<file path="src/rtl/cal_seq.sv">
// Four-channel ADC calibration sequencer: offset add, gain multiply, round and saturate.
// One multiplier is shared across channels; coefficients are double-banked so writes never disturb a run.
module cal_seq #(
    parameter int W         = 16,
    parameter int GAIN_FRAC = 14
) (
    input  logic                clk,
    input  logic                rst,
    input  logic                sample_clk,
    input  logic signed [W-1:0] in0,
    input  logic signed [W-1:0] in1,
    input  logic signed [W-1:0] in2,
    input  logic signed [W-1:0] in3,
    input  logic                cal_we,
    input  logic [2:0]          cal_addr,
    input  logic signed [W-1:0] cal_wdata,
    output logic signed [W-1:0] out0,
    output logic signed [W-1:0] out1,
    output logic signed [W-1:0] out2,
    output logic signed [W-1:0] out3,
    output logic                out_valid,
    output logic                busy,
    output logic                overrun
);

    localparam int PW = 2*W + 1;   // full-precision product
    localparam int RW = PW + 1;    // headroom for the rounding add

    localparam logic signed [W-1:0]  GAIN_ONE = W'(1 << GAIN_FRAC);
    localparam logic signed [RW-1:0] HALF     = RW'(1) << (GAIN_FRAC - 1);
    localparam logic signed [RW-1:0] SMAX     = RW'((1 << (W-1)) - 1);
    localparam logic signed [RW-1:0] SMIN     = ~SMAX;

    typedef enum logic [2:0] {S_IDLE, S_SUM, S_MUL, S_SAT, S_DONE} state_t;

    state_t r_state, w_next;

    logic                r_sc_q;
    logic [1:0]          r_ch;
    logic signed [W:0]   r_sum;
    logic signed [PW-1:0] r_prod;
    logic signed [W-1:0] r_snap     [4];
    logic signed [W-1:0] r_result   [3];
    logic signed [W-1:0] r_off_stg  [4];
    logic signed [W-1:0] r_gain_stg [4];
    logic signed [W-1:0] r_off_act  [4];
    logic signed [W-1:0] r_gain_act [4];

    logic                w_trig;
    logic signed [W-1:0] w_in [4];
    logic signed [RW-1:0] w_round;
    logic signed [RW-1:0] w_shift;
    logic signed [W-1:0] w_sat;

    assign w_trig = ~sample_clk & r_sc_q;
    assign busy   = (r_state != S_IDLE);

    assign w_in[0] = in0;
    assign w_in[1] = in1;
    assign w_in[2] = in2;
    assign w_in[3] = in3;

    assign w_round = {r_prod[PW-1], r_prod} + HALF;
    assign w_shift = w_round >>> GAIN_FRAC;

    always_comb begin
        w_sat = w_shift[W-1:0];
        if (w_shift > SMAX)
            w_sat = {1'b0, {(W-1){1'b1}}};
        else if (w_shift < SMIN)
            w_sat = {1'b1, {(W-1){1'b0}}};
    end

    always_ff @(posedge clk) begin
        if (rst) r_state <= S_IDLE;
        else     r_state <= w_next;
    end

    always_comb begin
        w_next = r_state;
        case (r_state)
            S_IDLE: if (w_trig) w_next = S_SUM;
            S_SUM:  w_next = S_MUL;
            S_MUL:  w_next = S_SAT;
            S_SAT:  w_next = (r_ch == 2'd3) ? S_DONE : S_SUM;
            S_DONE: w_next = S_IDLE;
            default: w_next = S_IDLE;
        endcase
    end

    always_ff @(posedge clk) begin
        if (rst) begin
            r_sc_q    <= 1'b0;
            r_ch      <= 2'd0;
            r_sum     <= '0;
            r_prod    <= '0;
            out0      <= '0;
            out1      <= '0;
            out2      <= '0;
            out3      <= '0;
            out_valid <= 1'b0;
            overrun   <= 1'b0;
            for (int i = 0; i < 4; i++) begin
                r_snap[i]     <= '0;
                r_off_stg[i]  <= '0;
                r_off_act[i]  <= '0;
                r_gain_stg[i] <= GAIN_ONE;
                r_gain_act[i] <= GAIN_ONE;
            end
            for (int i = 0; i < 3; i++) r_result[i] <= '0;
        end else begin
            r_sc_q    <= sample_clk;
            out_valid <= 1'b0;

            if (cal_we) begin
                if (!cal_addr[2]) r_off_stg[cal_addr[1:0]]  <= cal_wdata;
                else              r_gain_stg[cal_addr[1:0]] <= cal_wdata;
            end

            if (w_trig && r_state != S_IDLE) overrun <= 1'b1;

            case (r_state)
                S_IDLE: begin
                    if (w_trig) begin
                        r_ch <= 2'd0;
                        for (int i = 0; i < 4; i++) begin
                            r_snap[i]     <= w_in[i];
                            r_off_act[i]  <= r_off_stg[i];
                            r_gain_act[i] <= r_gain_stg[i];
                        end
                    end
                end
                S_SUM: r_sum <= {r_snap[r_ch][W-1], r_snap[r_ch]}
                              + {r_off_act[r_ch][W-1], r_off_act[r_ch]};
                S_MUL: r_prod <= r_sum * r_gain_act[r_ch];
                S_SAT: begin
                    // Channel 3 goes straight to the output so all four update with out_valid.
                    if (r_ch == 2'd3) begin
                        out0      <= r_result[0];
                        out1      <= r_result[1];
                        out2      <= r_result[2];
                        out3      <= w_sat;
                        out_valid <= 1'b1;
                    end else begin
                        r_result[r_ch] <= w_sat;
                        r_ch           <= r_ch + 2'd1;
                    end
                end
                default: ;
            endcase
        end
    end

endmodule

</file>
<file path="config.mk">
export PLATFORM = sky130hd
export DESIGN_NAME = cal_seq
export DESIGN_NICKNAME = d
export VERILOG_FILES = /design/src/rtl/cal_seq.sv
export SDC_FILE = /design/constraint.sdc
export NUM_CORES = 1
export LEC_CHECK = 0
export BUFFER_PORTS_ARGS = -buffer_cell sky130_fd_sc_hd__buf_2
export CAP_MARGIN = 40
export CORE_MARGIN = 4
export CORE_UTILIZATION = 25
export DETAILED_ROUTE_END_ITERATION = 6
export GPL_ROUTABILITY_DRIVEN = 0
export HOLD_SLACK_MARGIN = 0.12
export SYNTH_ARGS = -nofsm -noshare
export SYNTH_HDL_FRONTEND = slang
export SYNTH_SLANG_ARGS = --single-unit
</file>
<file path="constraint.sdc">
create_clock -name clk -period 20.4 [get_ports clk]
set_clock_uncertainty 0.2 [all_clocks]
set_input_delay 3.06 -clock clk [delete_from_list [all_inputs] [get_ports clk]]
set_output_delay 3.06 -clock clk [all_outputs]
set_load 0.02 [all_outputs]
</file>
==> results.json <==
{
  "ys_seq_area_share_pct": 44.9,
  "synth_warnings": 0,
  "fmax_mhz": 121,
  "drt_iter0_drc": 1113,
  "synth_ff_type": "edfxtp_1",
  "setup_tns_ns": 0,
  "crit_fanout": 30,
  "drive_gt1_share_pct": 11.4,
  "numCtsBuffers": 45,
  "grt_overflow": 0,
  "min_period_ns": 8.28,
  "yosysTopAreaCellShare_pct": 37.4,
  "grt_max_degree": 100,
  "yosys.cell_types.count": 60,
  "synth_seq_cells": 479,
  "cp_slowest_cell": "mux4_2",
  "ir_drop_v": 0.0000688,
  "area_delta_synth_final_pct": 13.3,
  "place_hpwl_um": 50100,
  "crit_arrival_ns": 8.61,
  "wl_um": 68700,
  "worst_slack_ns": 12.12,
  "critPathTopFamily": "adder cells",
  "rsz0062_at_grt": "no",
  "start_util_pct": 25.3,
  "num_rows": 125,
  "coreArea_mm2": 0.117,
  "crit_buf_inv": 5,
  "cp.required_ns": 20.73,
  "clock_sinks": 479,
  "h-tree-depth": 2,
  "cp_cell_sequence": "buf_4, mux4_2, and2_1, fa_1, inv_1, fa_1, fa_1, inv_1, fa_1, fa_1, inv_1, fa_1, inv_1, ha_1, o211ai_1, a21oi_1, o2bb2ai_1, a22oi_1, a31o_4, o21ai_2, a221oi_1, or4_1, nand3_1",
  "async_reset_ff_share_pct": 0,
  "crit_path_end_kind": "flop",
  "yosys.area.top_type": "edfxtp_1",
  "timing.final.crit_share_pct": 40.6,
  "slew_viol_final": 0,
  "io_buffers": 153,
  "cts_setup_buffers": 0,
  "synthesis.area_per_instance_um2": 11.5,
  "remaining_drc_errors": 0,
  "yosys.cell_count.top_type": "and2_1",
  "cts_root_buf": "clkbuf_16",
  "dp_slack_ns": 12.06,
  "die_x_um": 352,
  "critPathMaxStageDelay_ns": 0.74,
  "post_cts_resized": 0,
  "relSlewSlack_pct": 38.4,
  "drt-pass1-iter-count": 5,
  "p_leak_nw": 13.7,
  "hold_buffers": 0,
  "holdPathStages": 2,
  "drv_cap": 0,
  "grt_pass1_vias": 19400,
  "synth_nets": 3044,
  "cts.clk_slew.worst_paths_ns": 0.07,
  "grt_pass1_wl_um": 111000,
  "min_path_type": "reg -> reg",
  "final_cells": 4255,
  "cts_tree": "built",
  "synthCells": 2579,
  "dp.cells": 4168,
  "dieArea_mm2": 0.124,
  "nets": 3156,
  "viasPerCell": 4.28,
  "cp.depth": 23,
  "wl_per_cell_um": 16.2,
  "final_antenna_net_count": 0,
  "grtUsageTotal_pct": 11.4,
  "reg2reg_depth": 23,
  "synth_edf_count": 368,
  "die_height_um": 352,
  "tightest_slew_ns": 0.923,
  "outcome": "finished clean",
  "yosys-top-cells-area": "edfxtp_1, fa_1, and2_1, dfxtp_1, ha_1",
  "cts.path.max_buffers": 3,
  "hold_violations": 0,
  "power.density_mw_per_mm2": 91.8,
  "cp_common_cell": "fa_1",
  "final-setup-viol-count": 0,
  "syn_area_mm2": 0.0296,
  "cp-start-kind": "flop",
  "antenna_found_initial": 10,
  "holdWs_ns": 0.251,
  "ios": 154,
  "vias": 18200,
  "clock_latency_ns": 0.62,
  "synth_commonest_cells": "and2_1, edfxtp_1, inv_1, nand2_1, fa_1",
  "critPathKind": "reg -> reg"
}
==> final cells by class <==
type | count | area [µm²]
tap | 1524 | 1910
inverter | 334 | 1250
antenna | 4 | 10.0
clock inverter | 18 | 208
sequential | 479 | 13300
timing repair buffer | 179 | 993
clock buffer | 65 | 1210
fill | 11900 | 83300
multi-input combinational | 1652 | 14600
==> sequential cells by signal (all words and copies together), names as in the netlist, named ones only <==
signal	cells
r_off_stg	64
r_state	3
r_gain_stg	64
out3	16
r_result	48
r_snap	64
r_gain_act	64
r_off_act	64
r_sc_q	1
out1	16
out2	16
overrun	1
r_ch	2
r_sum	17
out_valid	1
r_prod	20
out0	16
==> through the flow <==
stage | total power, W | util [%] | cell area (µm²)
floorplan | 0.00196 | - | 29600
global placement | 0.00225 | 27.4 | 32000
detailed placement | 0.00228 | 27.4 | 32100
CTS | 0.00311 | 28.7 | 33500
global route | 0.00331 | 28.7 | 33500
finish | 0.00307 | 28.7 | 33500
==> worst register-to-register path, cell delays in order, from the launching register on <==
cell and delay (ns):
dfxtp_4 0.60, buf_4 0.64, mux4_2 0.78, and2_1 0.24
fa_1 0.54, inv_1 0.05, fa_1 0.46, fa_1 0.51
inv_1 0.05, fa_1 0.49, fa_1 0.49, inv_1 0.05
fa_1 0.52, inv_1 0.04, ha_1 0.37, o211ai_1 0.12
a21oi_1 0.33, o2bb2ai_1 0.30, a22oi_1 0.21, a31o_4 0.30
o21ai_2 0.26, a221oi_1 0.16, or4_1 0.42, nand3_1 0.09
==> per-layer routing <==
| metal | vias up | track usage (%) | share of wire, % |
|---|---|---|---|
| li1 | 8596 | - | - |
| met5 | - | 0 | 0.079 |
| met3 | 96 | 1.38 | 3.3 |
| met4 | 8 | 3.57 | 2.7 |
| met2 | 317 | 20.4 | 51 |
| met1 | 9196 | 14.2 | 42 |
==> kinds of logic after synthesis <==
family	share of synthesized area [%]
adders and majority gates	23.0
buffers and inverters	5.71
DFF	44.9
and+or+nand+nor	16.7
xor gates and xnor gates	1.39
muxes	3.72
AOI/OAI and AO/OA	4.55
==> cell usage in the layout (no fill, tap or decap), drive strengths merged, types with 3 or more instances in the layout <==
cell type  instances
and3               3
and2             445
o21bai             4
mux4              47
nor3              13
o21a              10
o2111ai            3
dfxtp            111
mux2i              3
fa               276
nor3b              4
inv              338
nor4b              3
and4               5
nor2             123
or3                9
o21ai             23
a31oi              5
o31ai              4
a21o              18
xor2              16
a22oi              4
a21oi            108
clkbuf            65
a211oi            21
ha               102
nor2b              8
diode              4
nand2b             8
or2                8
xnor2             31
nand2            294
clkinv            10
nand4              8
edfxtp           368
nand3             22
buf              179
==> where the power goes <==
group,switching (W),internal (W),leakage (nW)
Combinational,0.000662,0.000406,8.44
Clock,0.000379,0.000447,0.683
Sequential,0.0000611,0.00112,4.62
==> path summary, 6_finish.rpt <==
path,from,to,slack [ns]
worst max-delay path,flop,r_prod[31],12.12
worst min-delay path,out0[7],out0[7],0.25
worst max register to register,flop,r_prod[31],12.12
worst min register to register,out0[7],out0[7],0.25
No activity file was read; power rests on OpenSTA's default activity.
